**src/rtl/ifu_fetch.sv**
```systemverilog
// Instruction fetch stage: owns the PC, issues one-outstanding reads to instruction memory,
// and holds each returned instruction with its PC until decode takes it.
module ifu_fetch #(
   parameter int unsigned               PC_WIDTH   = 64,
   parameter int unsigned               INST_WIDTH = 32,
   parameter logic [PC_WIDTH-1:0]       RESET_PC   = 64'h0000_0000_8000_0000
) (
   input  logic                   clk,
   input  logic                   rst,
   output logic                   imem_req_valid,
   input  logic                   imem_req_ready,
   output logic [PC_WIDTH-1:0]    imem_addr,
   input  logic                   imem_rsp_valid,
   input  logic [INST_WIDTH-1:0]  imem_rdata,
   output logic                   inst_valid,
   input  logic                   inst_ready,
   output logic [INST_WIDTH-1:0]  inst,
   output logic [PC_WIDTH-1:0]    inst_pc,
   input  logic                   redirect_valid,
   input  logic [PC_WIDTH-1:0]    redirect_pc,
   output logic                   misalign_err
);

   localparam logic [1:0] S_REQ   = 2'd0;
   localparam logic [1:0] S_WAIT  = 2'd1;
   localparam logic [1:0] S_VALID = 2'd2;

   logic [1:0]            state_q, state_d;
   logic [PC_WIDTH-1:0]   pc_q, pc_d;
   logic                  drop_q, drop_d;
   logic [INST_WIDTH-1:0] inst_q, inst_d;
   logic [PC_WIDTH-1:0]   inst_pc_q, inst_pc_d;
   logic                  misalign_q, misalign_d;

   // pc stays on the address of the outstanding request; it only advances once decode consumes the instruction.
   always_comb begin
      state_d    = state_q;
      pc_d       = pc_q;
      drop_d     = drop_q;
      inst_d     = inst_q;
      inst_pc_d  = inst_pc_q;
      misalign_d = 1'b0;

      case (state_q)
         S_REQ: begin
            if (imem_req_ready) begin
               state_d = S_WAIT;
            end
         end
         S_WAIT: begin
            if (imem_rsp_valid) begin
               if (drop_q) begin
                  drop_d  = 1'b0;
                  state_d = S_REQ;
               end else begin
                  inst_d    = imem_rdata;
                  inst_pc_d = pc_q;
                  state_d   = S_VALID;
               end
            end
         end
         S_VALID: begin
            if (inst_ready) begin
               pc_d    = pc_q + PC_WIDTH'(4);
               state_d = S_REQ;
            end
         end
         default: begin
            state_d = S_REQ;
            drop_d  = 1'b0;
         end
      endcase

      // A redirect overrides everything above; a request already in flight becomes stale and is dropped.
      if (redirect_valid) begin
         pc_d       = {redirect_pc[PC_WIDTH-1:2], 2'b00};
         misalign_d = |redirect_pc[1:0];
         inst_d     = inst_q;
         inst_pc_d  = inst_pc_q;
         case (state_q)
            S_REQ: begin
               if (imem_req_ready) begin
                  state_d = S_WAIT;
                  drop_d  = 1'b1;
               end else begin
                  state_d = S_REQ;
                  drop_d  = 1'b0;
               end
            end
            S_WAIT: begin
               if (imem_rsp_valid) begin
                  state_d = S_REQ;
                  drop_d  = 1'b0;
               end else begin
                  state_d = S_WAIT;
                  drop_d  = 1'b1;
               end
            end
            default: begin
               state_d = S_REQ;
               drop_d  = 1'b0;
            end
         endcase
      end
   end

   always_ff @(posedge clk or posedge rst) begin
      if (rst) begin
         state_q    <= S_REQ;
         pc_q       <= RESET_PC;
         drop_q     <= 1'b0;
         inst_q     <= '0;
         inst_pc_q  <= '0;
         misalign_q <= 1'b0;
      end else begin
         state_q    <= state_d;
         pc_q       <= pc_d;
         drop_q     <= drop_d;
         inst_q     <= inst_d;
         inst_pc_q  <= inst_pc_d;
         misalign_q <= misalign_d;
      end
   end

   assign imem_addr      = pc_q;
   assign imem_req_valid = (state_q == S_REQ);
   assign inst_valid     = (state_q == S_VALID);
   assign inst           = inst_q;
   assign inst_pc        = inst_pc_q;
   assign misalign_err   = misalign_q;

endmodule

```
**config.mk**
```make
export PLATFORM = sky130hd
export DESIGN_NAME = ifu_fetch
export DESIGN_NICKNAME = d
export VERILOG_FILES = /design/src/rtl/ifu_fetch.sv
export SDC_FILE = /design/constraint.sdc
export NUM_CORES = 1
export LEC_CHECK = 0
export CORE_ASPECT_RATIO = 1.5
export CORE_MARGIN = 2
export CORE_UTILIZATION = 50
export CTS_BUF_LIST = sky130_fd_sc_hd__clkbuf_8
export DETAILED_ROUTE_END_ITERATION = 16
export DONT_BUFFER_PORTS = 1
export GPL_TIMING_DRIVEN = 0
export PLACE_DENSITY = 0.68
export SYNTH_ARGS = -nofsm -noshare
export SYNTH_HDL_FRONTEND = slang
export SYNTH_SLANG_ARGS = --single-unit
```
**constraint.sdc**
```tcl
create_clock -name clk -period 4.1 [get_ports clk]
set_clock_uncertainty 0.05 [all_clocks]
set_input_delay 0 -clock clk [delete_from_list [all_inputs] [get_ports clk]]
set_output_delay 0 -clock clk [all_outputs]
set_load 0.02 [all_outputs]
```
# Word-level counts from Yosys, hierarchy flattened
# Index checks and enable logic that the tools add are counted.
# W data, S select, Z words.
[word_totals]
n_memories = 0
regBits = 164
romBits = 0
word_cells = 43
mem_bits_rw = 0
latchBits = 0
output_inout_bits = 163
input_bits = 102
[classes]
n_bitwise = 2
n_addsub = 1
n_mux = 19
n_lt_le_gt_ge = 0
n_shift = 0
n_reduce_logical = 9
n_mul = 0
n_eq_ne = 6
div = 0
[op_table]
columns = ["cell", "count"]
rows = [
  ["$mux W64", 3],
  ["$add A64 B3 Y64 const B", 1],
  ["$mux W2", 5],
  ["$mux W1", 7],
  ["$ne A3 B1 Y1 const B", 2],
  ["$pmux W2 S3", 1],
  ["$pmux W1 S2", 2],
  ["$pmux W2 S2", 1],
  ["$reduce_and A2 Y1", 2],
  ["$reduce_and A4 Y1", 1],
  ["$reduce_bool A2 Y1", 2],
  ["$reduce_or A2 Y1", 2],
  ["$ne A3 B3 Y1 const B", 1],
  ["$reduce_and A3 Y1", 1],
  ["$eq A2 B1 Y1 const B", 1],
  ["$eq A2 B2 Y1 const B", 1],
  ["$logic_not A2 Y1", 1],
  ["$ne A2 B1 Y1 const B", 1],
  ["$not A1 Y1", 2],
]

# Depth between registers and ports, before layout
# Gate-level depths: netlist of run 1.
[logic_depth]
ltp_word = 4
depth_mapped = 7
depth_no_buf = 6

# Worst setup path after synthesis of run 1
# No wires, ideal clock.
[synth_path]
path_kind = "reg-to-reg"
startpoint = "register pc_q[2], in the netlist imem_addr[2]"
endpoint = "register pc_q[48], in the netlist imem_addr[48]"
required_time_ps = 3981
path_buffers = 1
synth_period_minus_slack_ps = 2629
slack_ps = 1471
arrival_time_ps = 2510
setup_ps = 69
stages_incl_launch_ff = 8
cell_sequence = "dfrtp_1 -> ha_1 -> nand4b_1 -> or4_4 -> or3_4 -> buf_6 -> or4_1 -> nand3_1"
[synth_between]
elab_chain_len = 4
[synth_lines]
columns = ["element", "line", "source"]
rows = [
  ["start, declared", "29", "logic [PC_WIDTH-1:0] pc_q, pc_d;"],
  ["start signal, assigned", "117", "pc_q <= pc_d;"],
  ["$add A64 B3 Y64", "64", "pc_d = pc_q + PC_WIDTH'(4);"],
  ["$mux W64", "63", "if (inst_ready) begin"],
  ["$mux W64", "44", "case (state_q)"],
  ["$mux W64", "75", "if (redirect_valid) begin"],
]
# Every way passes these cells. The select of a mux whose other input is x is not followed.
# A chain may end at the register's enable or synchronous reset.

# Worst setup path in the final report of run 1
[layout_path]
startpoint = "register pc_q[4], in the netlist imem_addr[4]"
endpoint = "register pc_q[59], in the netlist imem_addr[59]"
# The elaborated chain is that of the path after synthesis.

==> summary.txt, run 1 <==
Layout
  • Layout cells sized above 1: a little under a fifth
  • Post-route insts no fill: 1010
  • Nets: 903
  • # fillers: 1189
  • Area Overhead vs Synth: 23.6%
  • Core Util, Final: 63.4%

Clocking
  • CTS Sinks: 160
  • CTS H-Tree Depth: 4
  • CTS tree: built
  • Hold Buf Count CTS: 103
  • Clock Path Buffers: 2
  • Worst skew pair latency: 0.46 ns
  • CTS buffer count: 17
  • Clock slew seen by the registers of the worst setup and hold paths: ~0.090 ns
  • Post-CTS sizing: 0
  • Clock root buffer: clkbuf_8
  • Setup Buffers After CTS: 0

Global routing
  • GR Overflow Total: 0
  • Vias in the first global route: between 6000 and 7000
  • First-pass GRT wire length: 35700 µm
  • Initial antenna violation count: 1
  • GRT Total Usage: roughly 28%
  • Largest net degree at the start of global routing: 45

Die
  • Chip width: 104 µm
  • # IOs: 265
  • Core Footprint: between 10000 and 15000 µm²
  • # rows: 54
  • Chip height: about 150 µm
  • Starting Density: 51.3%
  • Die Area: between 15000 and 20000 µm²

Synthesis
  • Synth top area share: 53.1%
  • Yosys warns: 0
  • Asr flop ratio synth: 100%
  • Mapped Cells: ~670
  • Primary FF master, synth: dfrtp_1
  • Cell accounting for the most synthesized area: dfrtp_1
  • Synthesized area: between 7000 and 8000 µm²
  • Avg Inst Size Synth: 11.2 µm²
  • Post-synth cell types: 52
  • Synth Register Bits: 160
  • Post-synth EDFFs: 0
  • Synth top area cells: dfrtp_1 53%, mux2_2 14%, nand2_1 3.5%
  • Sequential cell area fraction in the yosys report: 53.5%

Setup path
  • CP Launch Type: flop
  • Worst EP arrival: 3.43 ns
  • Crit Path Max Fanout: 8
  • Reg2reg path depth: 6
  • Worst endpoint required time: 4.42 ns
  • Worst setup EP type: flop
  • Critical path type: reg -> reg

Detailed routing
  • Initial DRC count: ~360
  • Mean routed wirelength per cell: 22.4 µm
  • 1st-pass router iterations: 6
  • DRC: 0
  • Final WL: approximately 23000 µm
  • Post-route antenna net violation count: 0
  • Vias per std cell: a little over 6
  • DR vias: 6115

Hold path
  • Worst Hold Class: in -> reg
  • Hold Path Stages: 4

Power and ir drop
  • Seq pwr share: 61.4%
  • P_leak: 3.67 nW
  • Net Sw Power: between 2 and 2.5 mW
  • Switching share of power: 40.2%
  • Worst VDD drop: 0.377 mV
  • Clock power share: 22.4%
  • Combinational share of power: 16.3%
  • Int Pwr: between 3 and 4 mW
  • PD cells: 566 nW/µm²
  • Pwr Total: ~5.2 mW

Placed design
  • Detailed placement HPWL: 16100 µm
  • GP Congestion: roughly 0.87
  • Inst Count DP: 874
  • Place WS: approximately 1 ns
  • Port buffer count: 0

Timing
  • Unrepaired setup endpoints after global routing: false
  • Fmax: 0.321 GHz
  • Relative slew slack: 47.8%
  • Final setup violation count: 0
  • Final hold violation count: 0
  • Period utilization: 76.0%
  • Setup ws final: just under 1 ns
  • Post-layout min period: 3.11 ns
  • Setup TNS: 0 ns
  • Max-slew violations: 0
  • Worst-margin pin slew: 0.776 ns

Status
  • Status: finished clean

Flow run
  • Maxcap violations: 0
==> logic make-up after synthesis <==
| logic type | Yosys count | synth area share (%) |
|---|---|---|
| compound gates | 76 | 6.11 |
| xor+xnor | 36 | 4.21 |
| fa+ha+maj | 1 | 0.167 |
| buf+inv | 45 | 2.59 |
| flops | 160 | 53.5 |
| mux | 101 | 15.1 |
| other cells | 1 | 0.0501 |
| simple gates | 251 | 18.3 |
==> registers in the layout, summed over array words and instances, names as in the netlist <==
name          cells
imem_addr        62
inst             32
misalign_err      1
inst_pc          62
drop_q            1
state_q           2
==> layout make-up <==
class / instances / area, µm² / area share [%]
sequential: 160 / 4010 / 43.3
multi-input combinational: 469 / 3300 / 35.7
timing repair buffer: 107 / 1110 / 12.0
clock buffer: 18 / 248 / 2.68
tap: 196 / 245 / 2.65
buffer: 36 / 160 / 1.73
clock inverter: 14 / 145 / 1.57
inverter: 9 / 37.5 / 0.405
antenna: 1 / 2.50 / 0.0270
==> power groups by stage <==
stage	combinational, mW	clock, mW	sequential [mW]
floorplan	0.636	0	3.08
global placement	0.702	0	3.21
detailed placement	0.764	0	3.24
CTS	0.848	1.19	3.21
global route	0.935	1.25	3.28
finish	0.853	1.17	3.21
==> per-layer routing <==
metal	GRT usage [%]	vias to the layer above	part of all wire [%]	routed length (µm)
li1	-	2694	-	-
met1	31.1	3044	36	8180
met2	52.2	331	54	12100
met3	7.25	46	7.9	1780
met4	11.5	0	2.4	552
met5	0	-	0	0
==> cells in the mapped netlist (3+ instances only) <==
library cell and count:
nand2b_1 3, nand2_1 70, nor3_1 17, mux2_2 96, o31ai_1 6, a21oi_1 5
or3_1 3, nand3_1 30, mux2i_1 5, and3_1 3, inv_1 9, nor2_1 30
nor4_1 16, or4_4 4, xnor2_1 20, and4_1 7, buf_4 4, or4_1 13
nor2b_1 9, o211ai_1 4, xor2_1 16, clkbuf_1 28, a22oi_1 5, nand4_1 29
dfrtp_1 159, o21ai_0 34, a221o_1 3, o21ai_1 6, a31oi_1 9
==> cells in the final DEF, fill, tap and decap left out, types with 6 or more instances in the layout <==
cell type | netlist | layout
inv_1 | 9 | 8
xnor2_1 | 20 | 20
xor2_1 | 16 | 16
o21ai_1 | 6 | 6
mux2_2 | 96 | 96
o21ai_0 | 34 | 34
clkbuf_8 | 0 | 18
nand2_1 | 70 | 70
dlygate4sd3_1 | 0 | 103
nand3_1 | 30 | 30
dfrtp_1 | 159 | 159
nand4_1 | 29 | 29
or4_1 | 13 | 13
nor4_1 | 16 | 16
a31oi_1 | 9 | 9
nor2b_1 | 9 | 9
nor2_1 | 30 | 30
nor3_1 | 17 | 17
and4_1 | 7 | 7
o31ai_1 | 6 | 6
clkbuf_1 | 28 | 28
==> final timing paths <==
| check | start | slack, ns | to |
|---|---|---|---|
| hold reg to reg | drop_q$_DFFE_PP0P_ | 0.45 | drop_q$_DFFE_PP0P_ |
| max in group asynchronous | rst | 2.78 | imem_addr[61]$_DFFE_PP0P_ |
| min in group asynchronous | rst | 0.12 | inst_pc[45]$_DFFE_PP0P_ |
| hold / removal | inst_ready | 0.09 | imem_addr[51]$_DFFE_PP0P_ |
| setup / recovery | imem_addr[4]$_DFFE_PP0P_ | 0.99 | imem_addr[59]$_DFFE_PP0P_ |
| setup reg to reg | imem_addr[4]$_DFFE_PP0P_ | 0.99 | imem_addr[59]$_DFFE_PP0P_ |
==> critical path, stage by stage, from the launching register on <==
cell and delay (ns):
dfrtp_1 0.50, clkbuf_1 0.30, nand3_1 0.30, nor3_1 0.62
nand4_1 0.48, or4_1 0.61, a31oi_1 0.17
==> per-stage QoR <==
stage / area (µm²) / hold slack [ns]
2_1_floorplan: 7510 / 0.0652
3_3_place_gp: 7750 / 0.0721
3_5_place_dp: 7830 / -0.147
4_1_cts: 9260 / 0.0714
5_1_grt: 9260 / 0.112
6_report: 9260 / 0.0911
Note: power is estimated with default switching activity, not from simulation.
==> run 2: changes to the inputs <==
==> constraint.sdc (replaced) <==
create_clock -name clk -period 2.7 [get_ports clk]
set_clock_uncertainty 0.05 [all_clocks]
set_input_delay 0 -clock clk [delete_from_list [all_inputs] [get_ports clk]]
set_output_delay 0 -clock clk [all_outputs]
set_load 0.02 [all_outputs]
==> summary.txt, run 2 (synthesized netlist as in run 1, its figures left out) <==
Timing
  • Max-slew violations: 0
  • Relative slew slack: between 50% and 60%
  • Worst-margin pin slew: 0.740 ns
  • Fmax: 0.374 GHz
  • Final setup violation count: 0
  • Post-layout min period: 2.67 ns
  • Setup TNS: 0 ns
  • Unrepaired setup endpoints after global routing: true
  • Setup ws final: between 0.02 and 0.03 ns
  • Final hold violation count: 0
  • Period utilization: 99.0%

Detailed routing
  • Final WL: between 20000 and 25000 µm
  • DRC: 0
  • Initial DRC count: between 400 and 500
  • DR vias: between 6000 and 7000
  • Vias per std cell: 6.03
  • Post-route antenna net violation count: 0
  • Mean routed wirelength per cell: roughly 22 µm
  • 1st-pass router iterations: 5

Placed design
  • Port buffer count: 0
  • Detailed placement HPWL: 16100 µm
  • Place WS: -0.398 ns
  • GP Congestion: 0.869

Die
  • Chip width: 104 µm
  • # IOs: 265
  • Starting Density: roughly 50%
  • Chip height: 154 µm
  • Die Area: ~16000 µm²
  • # rows: between 50 and 60
  • Core Footprint: about 15000 µm²

Setup path
  • Crit Path Max Fanout: 7
  • Worst EP arrival: 2.99 ns
  • CP Launch Type: flop
  • Worst setup EP type: flop
  • Worst endpoint required time: 3.02 ns
  • Critical path type: reg -> reg

Clocking
  • Clock slew seen by the registers of the worst setup and hold paths: 0.09 ns
  • CTS tree: built
  • CTS Sinks: 160
  • Worst skew pair latency: 0.45 ns
  • Clock Path Buffers: 2
  • Clock root buffer: clkbuf_8
  • CTS H-Tree Depth: 4
  • CTS buffer count: 17

Power and ir drop
  • Worst VDD drop: 0.573 mV
  • PD cells: 839 nW/µm²
  • P_leak: between 3 and 4 nW

Global routing
  • First-pass GRT wire length: around 36000 µm
  • GR Overflow Total: 0
  • GRT Total Usage: 28.6%
  • Largest net degree at the start of global routing: 45
  • Vias in the first global route: roughly 6600
  • Initial antenna violation count: 1

Hold path
  • Worst Hold Class: in -> reg

Layout
  • Most frequent cells in the layout: 128 x dfrtp_1, 103 x dlygate4sd3_1, 96 x mux2_2
  • Core Util, Final: between 60% and 70%
  • Area Overhead vs Synth: 26.9%
  • Layout cells sized above 1: 25.7%
  • Commonest non-fill, non-tap cell in the layout: dfrtp_1
  • Nets: slightly above 900

Flow run
  • Maxcap violations: 0

Status
  • Status: finished clean
[run 2: per-stage QoR]
step	cells	cell area [µm²]	total power, mW	hold slack, ns
detailed placement	874	7830	6.08	-0.147
CTS	1016	9390	7.99	0.0406
finish	1021	9510	7.98	0.0959
global route	1021	9510	8.34	0.105
floorplan	674	7510	5.64	0.0652
global placement	870	7750	5.95	0.0721
[run 2: power breakdown]
part	switching, mW	internal [mW]	total, mW
combinational	0.517	0.795	1.31
sequential	1.70	3.19	4.90
clock	0.984	0.788	1.77
total	3.21	4.78	7.98
[run 2: path summary, 6_finish.rpt]
kind	startpoint	end	slack, ns	cells past startpoint
worst max-delay path	imem_addr[3]$_DFFE_PP0P_	imem_addr[40]$_DFFE_PP0P_	0.03	9
worst min-delay path	inst_ready	imem_addr[51]$_DFFE_PP0P_	0.1	4
worst max register to register	imem_addr[3]$_DFFE_PP0P_	imem_addr[40]$_DFFE_PP0P_	0.03	9
worst min register to register	drop_q$_DFFE_PP0P_	drop_q$_DFFE_PP0P_	0.46	2
max in group asynchronous	rst	imem_addr[33]$_DFFE_PP0P_	1.33	3
min in group asynchronous	rst	inst_pc[45]$_DFFE_PP0P_	0.12	3
[run 2: what timing repair did]
item,CTS,global route
setup endpoints to repair,52,12
buffers inserted,7,4
hold buffers,103,0
resized for setup,31,29
endpoints found under the hold margin,258,0
pin swaps,7,14
[run 2: routing by layer]
metal	wire [µm]	share of wire (%)	up-vias	GRT usage, %
li1	-	-	2715	-
met1	8270	36	3097	31.3
met2	12400	54	303	52.8
met3	1630	7.1	39	7.46
met4	490	2.1	0	10.9
met5	0	0	-	0
[run 2: final cells by class]
cell class                      instances  area, µm²
Fill cell                            1157       5080
Sequential cell                       160       4040
Multi-Input combinational cell        469       3420
Timing Repair Buffer                  118       1200
Clock buffer                           18        248
Tap cell                              196        245
Buffer                                 36        168
Clock inverter                         14        145
Inverter                                9       37.5
Antenna cell                            1       2.50
[run 2: worst max-delay path, cell delays in order (launching register included)]
cell and delay, ns:
dfrtp_2 0.55, ha_4 0.18, nand4b_1 0.11, or4_4 0.59, or3_4 0.45, buf_8 0.15
buf_6 0.12, buf_4 0.14, xor2_2 0.14, o21ai_1 0.12
==> run 3: changes to the inputs <==
--- a/config.mk
+++ b/config.mk
@@ -5,14 +5,17 @@
 export SDC_FILE = /design/constraint.sdc
 export NUM_CORES = 1
 export LEC_CHECK = 0
+export CELL_PAD_IN_SITES_DETAIL_PLACEMENT = 0
+export CELL_PAD_IN_SITES_GLOBAL_PLACEMENT = 1
 export CORE_ASPECT_RATIO = 1.5
 export CORE_MARGIN = 2
-export CORE_UTILIZATION = 50
+export CORE_UTILIZATION = 45
 export CTS_BUF_LIST = sky130_fd_sc_hd__clkbuf_8
 export DETAILED_ROUTE_END_ITERATION = 16
 export DONT_BUFFER_PORTS = 1
 export GPL_TIMING_DRIVEN = 0
-export PLACE_DENSITY = 0.68
+export PLACE_DENSITY_LB_ADDON = 0.1
+export RECOVER_POWER = 50
 export SYNTH_ARGS = -nofsm -noshare
 export SYNTH_HDL_FRONTEND = slang
 export SYNTH_SLANG_ARGS = --single-unit
==> summary.txt, run 3 (synthesized netlist as in run 1, its figures left out) <==
Global routing
  • Initial antenna violation count: 0
  • Vias in the first global route: 6443
  • GR Overflow Total: 0
  • First-pass GRT wire length: 34900 µm
  • GRT Total Usage: 25.9%
  • Largest net degree at the start of global routing: 44

Timing
  • Unrepaired setup endpoints after global routing: true
  • Relative slew slack: -23.8%
  • Max-slew violations: 73
  • Final hold violation count: 0
  • Period utilization: between 90 and 100%
  • Post-layout min period: between 2 and 3 ns
  • Final setup violation count: 0
  • Worst-margin pin slew: ~1.9 ns
  • Fmax: 0.371 GHz
  • Setup TNS: 0 ns

Placed design
  • Port buffer count: 0
  • Detailed placement HPWL: 16200 µm
  • Placed instance area: 7850 µm²
  • GP Congestion: about 0.87

Layout
  • Nets: 918
  • Most frequent cells in the layout: 134 x dfrtp_1, 103 x dlygate4sd3_1, 96 x mux2_2
  • Ant. Diodes: 0
  • # fillers: 1398
  • Layout cells sized above 1: about 25%
  • Fin area: 9550 µm²
  • Commonest non-fill, non-tap cell in the layout: dfrtp_1
  • Core Util, Final: 58.7%
  • Register Area: 4040 µm²
  • Area Overhead vs Synth: 27.5%
  • Multi-input logic area: 3430 µm²

Die
  • # IOs: between 200 and 300
  • Die Area: between 15000 and 20000 µm²
  • Chip width: 109 µm
  • Starting Density: 46.1%
  • Chip height: 162 µm
  • # rows: 57
  • Core Footprint: 16300 µm²

Setup path
  • Crit-path cells: ha_4, nand4b_1, or4_4, or3_4, buf_8, or4_4, nand3_2
  • Number of cells on the critical path: 7
  • Worst endpoint required time: 3.04 ns
  • Crit path top cell by count: or4_4
  • Crit Path Max Fanout: 7
  • CP top delay family: simple AND/OR/NAND/NOR gates
  • Reg2reg path depth: 7
  • R2R setup slack: roughly 0.0030 ns
  • Worst setup EP type: flop
  • Critical path type: reg -> reg
  • CP Launch Type: flop
  • Worst EP arrival: 3.03 ns
  • CP max stage cell: or4_4
  • WP buf/inv: 1
  • Beginning of the critical path: imem_addr[2]$_DFFE_PP0P_
  • Reg-to-reg startpoint: imem_addr[2]$_DFFE_PP0P_
  • Largest stage delay on the critical path: 0.56 ns

Detailed routing
  • DRC: 0
  • Mean routed wirelength per cell: 21.7 µm
  • Final WL: ~22000 µm
  • DR vias: 5946
  • 1st-pass router iterations: 5
  • Post-route antenna net violation count: 0
  • Initial DRC count: 262
  • Vias per std cell: 5.75

Clocking
  • CTS Sinks: 160
  • Worst skew pair latency: between 0.4 and 0.5 ns
  • Clock root buffer: clkbuf_8
  • Clock slew seen by the registers of the worst setup and hold paths: 0.09 ns
  • CTS tree: built
  • Clock Path Buffers: 2
  • CTS H-Tree Depth: 4
  • CTS buffer count: 17

Power and ir drop
  • Worst VDD drop: about 0.46 mV
  • Pwr Total: 8.03 mW
  • PD cells: 840 nW/µm²
  • P_leak: roughly 3.8 nW

Status
  • Failing checks: capacitance limit, slew limit
  • Status: finished with violations

Hold path
  • Worst Hold Class: in -> async

Flow run
  • Maxcap violations: 2
==> run 3: final cells by class <==
class / instances / share of cell area (%)
Multi-Input combinational cell: 469 / 35.9
Clock buffer: 18 / 2.59
Tap cell: 206 / 2.70
Sequential cell: 160 / 42.3
Clock inverter: 14 / 1.73
Inverter: 9 / 0.367
Timing Repair Buffer: 122 / 12.7
Buffer: 36 / 1.78
==> run 3: worst paths after layout <==
| check | end |
|---|---|
| setup / recovery | imem_addr[56]$_DFFE_PP0P_ |
| hold / removal | imem_addr[31]$_DFFE_PP1P_ |
| setup reg to reg | imem_addr[56]$_DFFE_PP0P_ |
| hold reg to reg | drop_q$_DFFE_PP0P_ |
| max in group asynchronous | imem_addr[20]$_DFFE_PP0P_ |
| min in group clk | imem_addr[44]$_DFFE_PP0P_ |
==> run 3: report_power, final <==
part | switching [mW] | leakage, nW | total, mW | internal [mW]
Clock | 0.929 | 0.208 | 1.87 | 0.937
Sequential | 1.68 | 1.88 | 4.87 | 3.19
Combinational | 0.499 | 1.71 | 1.29 | 0.790
==> run 3: stage by stage <==
stage	setup slack, ns	hold slack (ns)	std cells
final	0.00295	0.0288	1034
after detailed placement	-0.357	-0.137	884
after floorplan	0.0706	0.0652	674
after global placement	-0.313	0.0773	880
after global routing	-0.0294	0.0430	1034
after CTS	-0.00688	0.0273	1026
==> run 3: what timing repair did <==
action                                 4_1_cts  5_1_grt
gates cloned                                 0        1
setup endpoints to repair                   76       28
setup buffers                                7        7
gates resized for setup                     34       24
pin swaps                                    6        9
endpoints found under the hold margin      215        0
hold buffers                               103        0
==> run 3: routing by layer <==
layer / GRT usage [%] / up-vias / wire, µm
met1: 29.6 / 2950 / 8470
li1: - / 2710 / -
met5: 0 / - / 0
met4: 9.78 / 0 / 541
met2: 46.0 / 243 / 12100
met3: 6.34 / 43 / 1370
